File: src/rtl/dvi_tmds_encoder.sv
// Three-channel DVI TMDS encoder for the pixel-clock domain.
// Inputs pass through colour expansion (or the colour-bar generator), a registered
// minimisation stage and a registered DC-balancing stage, for a fixed 2-cycle latency.
// Channel order inside packed arrays: [0] = blue, [1] = green, [2] = red.
module dvi_tmds_encoder #(
    parameter int unsigned RW       = 5,
    parameter int unsigned GW       = 6,
    parameter int unsigned BW       = 5,
    parameter bit          SYNC_INV = 1'b0,
    parameter int unsigned BAR_W    = 80
) (
    input  logic          clk_pixel,
    input  logic          reset_n,
    input  logic [RW-1:0] red,
    input  logic [GW-1:0] green,
    input  logic [BW-1:0] blue,
    input  logic          color_en,
    input  logic          hsync,
    input  logic          vsync,
    input  logic          pattern_en,
    output logic [9:0]    tmds_b,
    output logic [9:0]    tmds_g,
    output logic [9:0]    tmds_r
);

    localparam logic [9:0]  CtrlBlank = 10'h354;
    localparam logic [11:0] BarLast   = 12'(BAR_W - 1);

    // Reject unsupported parameter values at elaboration.
    generate
        if (RW < 1 || RW > 8 || GW < 1 || GW > 8 || BW < 1 || BW > 8 ||
            BAR_W < 1 || BAR_W > 4095) begin : g_bad_param
            $error("dvi_tmds_encoder: parameter out of range");
        end
    endgenerate

    function automatic logic [3:0] popcount8(input logic [7:0] v);
        logic [3:0] n;
        n = '0;
        for (int i = 0; i < 8; i++) begin
            n = n + {3'b000, v[i]};
        end
        return n;
    endfunction

    // Transition-minimised 9-bit word; bit 8 set means XOR chaining was used.
    function automatic logic [8:0] minimise(input logic [7:0] d);
        logic [3:0] n1;
        logic       use_xnor;
        logic [8:0] q;
        n1       = popcount8(d);
        use_xnor = (n1 > 4'd4) || (n1 == 4'd4 && !d[0]);
        q        = '0;
        q[0]     = d[0];
        for (int i = 1; i < 8; i++) begin
            q[i] = use_xnor ? ~(q[i-1] ^ d[i]) : (q[i-1] ^ d[i]);
        end
        q[8] = ~use_xnor;
        return q;
    endfunction

    function automatic logic [9:0] ctrl_symbol(input logic [1:0] c);
        logic [9:0] s;
        case (c)
            2'b00:   s = 10'h354;
            2'b01:   s = 10'h0AB;
            2'b10:   s = 10'h154;
            default: s = 10'h2AB;
        endcase
        return s;
    endfunction

    // ---------------------------------------------------------------------------------
    // Colour expansion: repeat the component MSB-first, keep the top 8 bits.
    logic [7:0] red_x, green_x, blue_x;

    for (genvar i = 0; i < 8; i++) begin : g_expand
        assign red_x[7-i]   = red[RW-1-(i%RW)];
        assign green_x[7-i] = green[GW-1-(i%GW)];
        assign blue_x[7-i]  = blue[BW-1-(i%BW)];
    end

    // ---------------------------------------------------------------------------------
    // Colour-bar generator. bar_pos/bar_idx track count / BAR_W incrementally; they
    // restart together with the 12-bit pixel counter when it wraps.
    logic [11:0] pix_cnt_q, pix_cnt_d;
    logic [11:0] bar_pos_q, bar_pos_d;
    logic [2:0]  bar_idx_q, bar_idx_d;
    logic [7:0]  pat_r, pat_g, pat_b;

    // Next-state for the active-pixel counter and bar position.
    always_comb begin
        pix_cnt_d = '0;
        bar_pos_d = '0;
        bar_idx_d = '0;
        if (color_en) begin
            pix_cnt_d = pix_cnt_q + 12'd1;
            if (pix_cnt_q != 12'hFFF) begin
                if (bar_pos_q == BarLast) begin
                    bar_idx_d = bar_idx_q + 3'd1;
                end else begin
                    bar_pos_d = bar_pos_q + 12'd1;
                    bar_idx_d = bar_idx_q;
                end
            end
        end
    end

    // Pattern counter registers.
    always_ff @(posedge clk_pixel or negedge reset_n) begin
        if (!reset_n) begin
            pix_cnt_q <= '0;
            bar_pos_q <= '0;
            bar_idx_q <= '0;
        end else begin
            pix_cnt_q <= pix_cnt_d;
            bar_pos_q <= bar_pos_d;
            bar_idx_q <= bar_idx_d;
        end
    end

    // Bars 0..7: white, yellow, cyan, green, magenta, red, blue, black.
    assign pat_r = {8{~bar_idx_q[1]}};
    assign pat_g = {8{~bar_idx_q[2]}};
    assign pat_b = {8{~bar_idx_q[0]}};

    // ---------------------------------------------------------------------------------
    // Stage 1: source select and minimisation.
    logic [2:0][7:0] pix_d;
    logic [2:0][8:0] qm_d, qm_q;
    logic [2:0][3:0] n1_d, n1_q, n0_d, n0_q;
    logic            de_q, hs_q, vs_q;

    // Select pixel source and compute q_m with its ones/zeros counts.
    always_comb begin
        pix_d = pattern_en ? {pat_r, pat_g, pat_b} : {red_x, green_x, blue_x};
        qm_d  = '0;
        n1_d  = '0;
        n0_d  = '0;
        for (int c = 0; c < 3; c++) begin
            qm_d[c] = minimise(pix_d[c]);
            n1_d[c] = popcount8(qm_d[c][7:0]);
            n0_d[c] = 4'd8 - n1_d[c];
        end
    end

    // Stage 1 registers, with syncs and colour-enable delayed alongside the data.
    always_ff @(posedge clk_pixel or negedge reset_n) begin
        if (!reset_n) begin
            qm_q <= '0;
            n1_q <= '0;
            n0_q <= '0;
            de_q <= 1'b0;
            hs_q <= 1'b0;
            vs_q <= 1'b0;
        end else begin
            qm_q <= qm_d;
            n1_q <= n1_d;
            n0_q <= n0_d;
            de_q <= color_en;
            hs_q <= hsync ^ SYNC_INV;
            vs_q <= vsync ^ SYNC_INV;
        end
    end

    // ---------------------------------------------------------------------------------
    // Stage 2: DC balancing against the running disparity, or control symbols.
    logic [2:0][9:0] sym_d, sym_q;
    logic [2:0][4:0] cnt_d, cnt_q;

    // Symbol selection and disparity update per channel.
    always_comb begin
        logic [8:0]        qm;
        logic signed [4:0] n1s, n0s, cnt, delta;
        sym_d = '0;
        cnt_d = '0;
        qm    = '0;
        n1s   = '0;
        n0s   = '0;
        cnt   = '0;
        delta = '0;
        for (int c = 0; c < 3; c++) begin
            qm  = qm_q[c];
            n1s = {1'b0, n1_q[c]};
            n0s = {1'b0, n0_q[c]};
            cnt = $signed(cnt_q[c]);
            if (!de_q) begin
                sym_d[c] = (c == 0) ? ctrl_symbol({vs_q, hs_q}) : CtrlBlank;
                cnt_d[c] = '0;
            end else if (cnt == 5'sd0 || n1s == n0s) begin
                sym_d[c] = {~qm[8], qm[8], qm[8] ? qm[7:0] : ~qm[7:0]};
                delta    = qm[8] ? (n1s - n0s) : (n0s - n1s);
                cnt_d[c] = cnt + delta;
            end else if ((cnt > 5'sd0 && n1s > n0s) || (cnt < 5'sd0 && n0s > n1s)) begin
                sym_d[c] = {1'b1, qm[8], ~qm[7:0]};
                delta    = $signed({3'b000, qm[8], 1'b0}) + n0s - n1s;
                cnt_d[c] = cnt + delta;
            end else begin
                sym_d[c] = {1'b0, qm[8], qm[7:0]};
                delta    = n1s - n0s - $signed({3'b000, ~qm[8], 1'b0});
                cnt_d[c] = cnt + delta;
            end
        end
    end

    // Output symbol and disparity registers; symbols clear to the blank control word.
    always_ff @(posedge clk_pixel or negedge reset_n) begin
        if (!reset_n) begin
            sym_q <= {CtrlBlank, CtrlBlank, CtrlBlank};
            cnt_q <= '0;
        end else begin
            sym_q <= sym_d;
            cnt_q <= cnt_d;
        end
    end

    assign tmds_b = sym_q[0];
    assign tmds_g = sym_q[1];
    assign tmds_r = sym_q[2];

endmodule

File: config.mk
export PLATFORM = sky130hd
export DESIGN_NAME = dvi_tmds_encoder
export DESIGN_NICKNAME = d
export VERILOG_FILES = /design/src/rtl/dvi_tmds_encoder.sv
export SDC_FILE = /design/constraint.sdc
export NUM_CORES = 1
export LEC_CHECK = 0
export ABC_AREA = 0
export CORE_ASPECT_RATIO = 2
export CORE_MARGIN = 2
export CORE_UTILIZATION = 25
export CTS_BUF_LIST = sky130_fd_sc_hd__clkbuf_8 sky130_fd_sc_hd__clkbuf_16
export DETAILED_ROUTE_END_ITERATION = 10
export GPL_TIMING_DRIVEN = 1
export PLACE_DENSITY_LB_ADDON = 0.15
export SYNTH_ARGS = -nofsm -noshare
export SYNTH_HDL_FRONTEND = slang
export SYNTH_SLANG_ARGS = --single-unit
File: constraint.sdc
create_clock -name clk_pixel -period 7.5 [get_ports clk_pixel]
set_input_delay 1.5 -clock clk_pixel [delete_from_list [all_inputs] [get_ports clk_pixel]]
set_output_delay 1.5 -clock clk_pixel [all_outputs]
set_load 0.02 [all_outputs]
# Yosys cells after proc, flatten, opt, wreduce, memory -nomap -nowiden
# Cells that the tools add are included.
dict set report totals {
  regBits 126
  inputBits 22
  out_inout_bits 30
  wordCells 252
}
dict set report op_classes {
  add_sub_neg 72
  n_eq_ne 11
  reduce_logical 25
  n_mux 54
  bitwise_logic 54
  magnitude_cmp 15
}
# op n
set op_table {}
lappend op_table {{adder 4 x 1 -> 4 bit} 24}
lappend op_table {{two-way mux 10 bit} 9}
lappend op_table {{two-way mux 5 bit} 12}
lappend op_table {{two-way mux 12 bit} 4}
lappend op_table {{adder 5 bit} 9}
lappend op_table {{NOT 1 bit} 30}
lappend op_table {{case mux 10 bit (3 select lines)} 1}
lappend op_table {{subtractor 4 x 4 -> 5 bit} 6}
lappend op_table {{adder 12 x 1 -> 12 bit (second input constant)} 2}
lappend op_table {{adder 3 x 1 -> 4 bit} 6}
lappend op_table {{greater-than comparator 4 bit} 6}
lappend op_table {{two-way mux 24 bit} 1}
lappend op_table {{two-way mux 8 bit} 3}
lappend op_table {{NOT 8 bit} 3}
lappend op_table {{two-way mux 1 bit} 21}
lappend op_table {{XOR 1 bit} 21}
lappend op_table {{adder 2 x 1 -> 3 bit} 6}
lappend op_table {{adder 2 x 4 -> 5 bit} 3}
lappend op_table {{greater-than comparator 5 x 1 -> 1 bit (second input constant)} 3}
lappend op_table {{zero test 5 bit} 3}
lappend op_table {{less-than comparator 5 x 1 -> 1 bit (second input constant)} 3}
lappend op_table {{subtractor 5 x 3 -> 5 bit} 3}
lappend op_table {{subtractor 5 bit} 3}
lappend op_table {{adder 1 x 1 -> 2 bit} 6}
lappend op_table {{15 further kinds} 43}

# Longest topological paths before layout
dict set report depth {
  word_depth 33
  mapped_depth 21
  depth_no_buf 20
}

# Worst setup path after synthesis
# No wires, ideal clock.
dict set report synth_path {
  kind {input to register}
  from {input port pattern_en}
  to {register n0_q[3] (netlist bit)}
  arrival_time_ns 6.563
  n_path_buf 2
  required_time_ns 7.421
  setup_ns 0.079
  cell_stages 21
  path_slack_ns 0.858
  path_cell_list {clkbuf_1 clkbuf_1 o21ai_0 fa_1 ha_1 inv_1 ha_1 nand2_1 mux2i_1 xor2_1 inv_1 fa_1 inv_1 fa_1 fa_1 ha_1 inv_1 fa_1 inv_1 nor3_1 xor2_1}
}
# item line
set synth_lines {}
lappend synth_lines {{from (decl)} 20} ;# input logic pattern_en,
lappend synth_lines {{to (signal assigned)} 159} ;# n0_q <= n0_d;
lappend synth_lines {{to (decl)} 131} ;# logic [2:0][3:0] n1_d, n1_q, n0_d, n0_q;

==> results.tsv <==
metric	value	unit
Initial Utilization	25.43	%
Post-CTS Setup Bufs	0	
area leader, netlist	dfrtp_1	
WL/cell	14.83	um
number of clock sinks	120	
num rows	93	
Cells after Synth	788	
Vias/cell	4.134	
Startpoint Class	input port	
CP Data Required Time	7.81	ns
Post-DP HPWL	15210	um
vias in the first global route	6029	
setup TNS	0	ns
top_reg_cell synth	dfrtp_1	
post-layout min period	6.857	ns
slew margin rel.	36.62	%
Max FO, Critical Path	17	
Yosys reg bits	120	
# H-tree levels	4	
Layout Skew	0.008420	ns
Routed Wire Length	19170	um
Max Cap Viol	0	
syn nets	934	
die footprint	34330	um2
CP top delay family	adder cells	
RSZ-0062 raised after global routing	false	
root buf cell	clkbuf_16	
kind of critical path	input port to register	
Tightest Pin Transition	0.9497	ns
ANT cells	0	
Clock transition at path regs	0.06	ns
# IOs	52	
status	finished, final reports clean	
Longest Clk Path Bufs	2	
critical path's largest stage delay	0.51	ns
iteration-0 DRC count of the detailed router	137	
Distinct cells, synth	44	
critical path arrival	7.16	ns
Max Clock Freq	145.8	MHz
IO Port Bufs	51	
GRT Util Overall	12.00	%
Post-synth EDFFs	0	
Post-CTS Hold Fix Bufs	0	
cell area after synthesis	8195	um2
first-pass GRT wire length	31150	um
Final Wtd Congestion	0.7460	
number of buffers and inverters on the critical path	4	
CP max-delay cell	fa_1	
period utilization	91.43	%
critical path, cell by cell	clkdlybuf4s50_1, buf_4, o21ai_0, fa_1, ha_1, fa_1, a211o_1, a21oi_1, a31oi_2, xnor2_1, inv_1, fa_1, fa_1, inv_1, fa_1, ha_1, fa_1, xor2_1, nor3_1, xor2_1	
DRC	0	
Routed Antenna Nets	0	
Syn-to-layout area delta	21.15	%
drt first pass iters	4	
Resized Gates After CTS	0	
total CTS buffers	17	
die width	132.0	um
antenna violations before repair	0	
Worst path most repeated cell	fa_1	
Final Hold Fails	0	
Seq/Total Area, Yosys	36.87	%
ys async rst share	100.0	%
Core ar.	32230	um2
total number of vias	5345	
HP Class	register to register	
fraction of layout cells with a size suffix above 1	8.430	%
Pins Over Slew Limit	0	
top area cells in the synthesized netlist	dfrtp_1 32%, ha_1 12%, fa_1 11%, xnor2_1 8.2%, inv_1 6.1%	
grt ovf	0	
Finish-stage setup viols	0	
Final #Nets	999	
CP Capture Type	register	
TritonCTS clock tree	done	
share of the synthesized area in the top cell type	32.06	%
die height	260.1	um
Ys Warns	0	
largest net degree at the start of global routing	63	
latest clock arrival within the worst-skew pair	0.44	ns
Avg Cell Area, Syn	10.40	um2
==> flip-flops by register name, indices dropped and copies added, names as in the netlist, 10 cells and up <==
register   count
qm_q          27
cnt_q         15
bar_pos_q     12
pix_cnt_q     12
tmds_b        10
tmds_g        10
tmds_r        10
==> synth_stat cells, drive strengths merged (14+ instances only) <==
master  count
mux2i      14
o21ai      35
dfrtp     105
xnor2      77
nand2      20
nor2       44
xor2       47
fa         43
and2       18
nand3      17
a21oi      28
ha         81
dfstp      15
inv       134
==> routing by layer <==
metal | track usage [%] | up-vias | routed length [um]
met5 | 0 | - | 0
met4 | 4.680 | 0 | 379
met3 | 2.339 | 25 | 421
met2 | 24.78 | 60 | 11530
met1 | 11.24 | 2619 | 6838
li1 | - | 2641 | -
==> area by class of cell <==
cell class | count | area [um2]
timing repair buffer | 64 | 605.6
sequential | 120 | 3022
fill | 3368 | 22300
clock buffer | 19 | 452.9
multi-input combinational | 516 | 4571
clock inverter | 13 | 240.2
inverter | 134 | 503.0
tap | 427 | 534.3
==> layout by cell type (no fill, tap or decap), drive strengths merged, types with 3 or more instances in the layout <==
cell type	count
a211oi	13
mux2i	14
fa	43
xor2	47
or4	3
nor3	7
clkinv	3
clkbuf	19
clkdlybuf4s50	50
ha	81
and2	18
nor2	44
dfrtp	105
nand2b	12
and3	12
a21oi	28
o21ai	35
a221oi	3
dfstp	15
xnor2	77
a21o	13
nand3	17
inv	137
nor2b	12
buf	14
nand2	20
bufinv	6
==> logic make-up after synthesis <==
group,synth area share (%)
buffers and inverters,7.359
AND/OR/NAND/NOR,9.542
XOR/XNOR,13.54
adder cells (fa/ha/maj),22.87
flip-flops,36.87
AO/OA/AOI/OAI,7.969
multiplexers,1.847
==> stage by stage <==
stage / hold WS [ns] / setup WS, ns / cell area, um2 / cells / util [%]
finish: 0.4624 / 0.6427 / 9928 / 1293 / 30.80
global route: 0.4753 / 0.2912 / 9928 / 1293 / 30.80
CTS: 0.4705 / 0.5539 / 9928 / 1293 / 30.80
detailed placement: 0.4575 / 0.09181 / 9235 / 1261 / 28.65
global placement: 0.4556 / 0.2420 / 9235 / 1261 / 28.65
floorplan: 0.4244 / 0.8577 / 8195 / 788 / -
==> final timing paths <==
check                           depth (start not counted)    startpoint      endpoint  slack (ns)
worst max-delay path                                   20    pattern_en       n0_q[7]        0.64
worst min-delay path                                    1  bar_pos_q[0]  bar_pos_q[0]        0.46
worst max register to register                         20  bar_idx_q[2]       n0_q[7]        1.87
worst min register to register                          1  bar_pos_q[0]  bar_pos_q[0]        0.46
max in group asynchronous                               2       reset_n       n0_q[2]        5.01
min in group asynchronous                               1       reset_n          vs_q        1.15
Power is not shown: default switching activity piles up to over one toggle a cycle in this logic, so the estimate is an artifact.
==> edit: new RTL, same flow settings <==
Set the parameter `GW` to 8 (it was 6).
--- a/src/rtl/dvi_tmds_encoder.sv
+++ b/src/rtl/dvi_tmds_encoder.sv
@@ -5,5 +5,5 @@
 module dvi_tmds_encoder #(
     parameter int unsigned RW       = 5,
-    parameter int unsigned GW       = 6,
+    parameter int unsigned GW       = 8,
     parameter int unsigned BW       = 5,
     parameter bit          SYNC_INV = 1'b0,
Ports: changed (resized green); port bits go from 52 to 54. The function was not compared with the original's and may differ.
==> edit against the unedited design <==
  * Routed wire length grew 4.2%
  * Sequential cell count unchanged
  * Die area increased by 0.96%
  * Via count is 1.1% higher
  * Non-clock buffer count grew 18
  * Largest cell class unchanged
  * Count of clock-buffer cells in the layout decreased by 1
  * Worst setup slack got worse by 430 ps
  * Final area rose by 2.3%
  * Global-route usage up 0.42 points
  * Core utilization is 0.14 points higher
  * Synthesized area rose by 0.98%
Power is left out: the tool's default activity adds up to more than one toggle a clock period on the data nets, which glitch-free logic cannot reach.
==> edit: results (changes against the unedited design) <==
| Metric | Value |
|---|---|
| Status | complete, no violations |
| DP Wirelength | 15,700 um (+3.5%) |
| Final Skew | 10.8 ps (+2.39 ps) |
| Multi-input gates | 524 (+1.6%) |
| DR WL met2 | 11,900 um (+3.4%) |
| Critical Path AT | 7600 ps (+440 ps) |
| Slowest-stage cell, CP | fa_2 |
| IO buf count | 53 (+3.9%) |
| Setup Fix Bufs, Post-CTS | 1 (+1) |
| Crit-path max FO | 8 (-9) |
| ClkCell Share | 5.80% (-1.2 points) |
| Seq. cell area | 3020 um2 (unchanged) |
| DR WL/cell | 15.3 um (+3.4%) |
| Filler cells | 3,426 (+1.7%) |
| Final period utilization | 97.1% (+5.7 points) |
| Commonest cells post-synth | inv_1, dfrtp_1, xnor2_1 |
| Multi-input logic area | 4800 um2 (+5.1%) |
| Met1 Wirelength | 6820 um (-0.28%) |
| WL met3 | 676 um (+61%) |
| Largest net degree at the start of global routing | 72 (+14%) |
| GR Util met2 | 25.6% (+0.85 points) |
| Area contributors post-synth | dfrtp_1, ha_1, fa_1, xnor2_1, inv_1 |
| Post-synthesis sequential area ratio | 36.5% (-0.36 points) |
| Hold depth | 1 (unchanged) |
| Buffering overhead | 7.58% (+1.5 points) |
| Critical Path Sink | n0_q[6] |
| Layout cells sized above 1 | 12.9% (+4.4 points) |
| Setup slack at placement | -690 ps (-781 ps) |
| M1 GR Usage | 10.9% (-0.30 points) |
| DR pass1 iterations | 6 (+2) |
| Netlist cell types | 50 (+14%) |
| Post-layout nets | 1,009 (+1.0%) |
| Worst R2R Path Depth | 25 (+25%) |
| Max stage delay on crit path | 600 ps (+90 ps) |
| Synth Net Count | 928 (-0.64%) |
| GPL Wtd Cong | 0.770 (+3.2%) |
| Reg2Reg Setup Slack | 980 ps (-890 ps) |
| Vias in the first global route | 6,088 (+0.98%) |
| DR iter-0 viols | 166 (+21%) |
| Worst slew pin tran | 984 ps (+34.4 ps) |
| Signal buffers | 82 (+28%) |
| Inverter count | 113 (-16%) |
| CTS resizes | 10 (+10) |
| Layout clock buffer count | 18 (-1) |
| Global-route wire length before repair | 32,200 um (+3.5%) |
| GRT Overall Usage | 12.4% (+0.42 points) |
[edit: cell count changes after synthesis, sizes merged, moves of 3 or more]
cell,before,now
inv,134,113
o21ai,35,20
a21o,13,23
xnor2,77,87
xor2,47,39
nand2,20,26
nand2b,12,6
buf,6,10
a21oi,28,31
o21bai,0,3
[edit: logic make-up (layout without fill, tap and decap cells)]
group           after synthesis  in the layout  share of synthesized area [%]
mux                          17             17                           2.09
fa+ha+maj                   127            127                           23.2
buf+inv                     133            227                           6.40
simple gates                152            152                           9.46
flops                       120            120                           36.5
xor+xnor                    126            126                           13.7
compound gates              102            102                           8.65
[edit: stage by stage]
step / hold WS [ps] / utilization, % / cell area (um2) / instances
after global routing: 510 / 30.9 / 10200 / 1303
after detailed placement: 470 / 28.9 / 9480 / 1269
final: 467 / 30.9 / 10200 / 1303
after floorplan: 424 / - / 8340 / 777
after global placement: 460 / 28.9 / 9480 / 1269
after CTS: 479 / 30.8 / 10100 / 1302
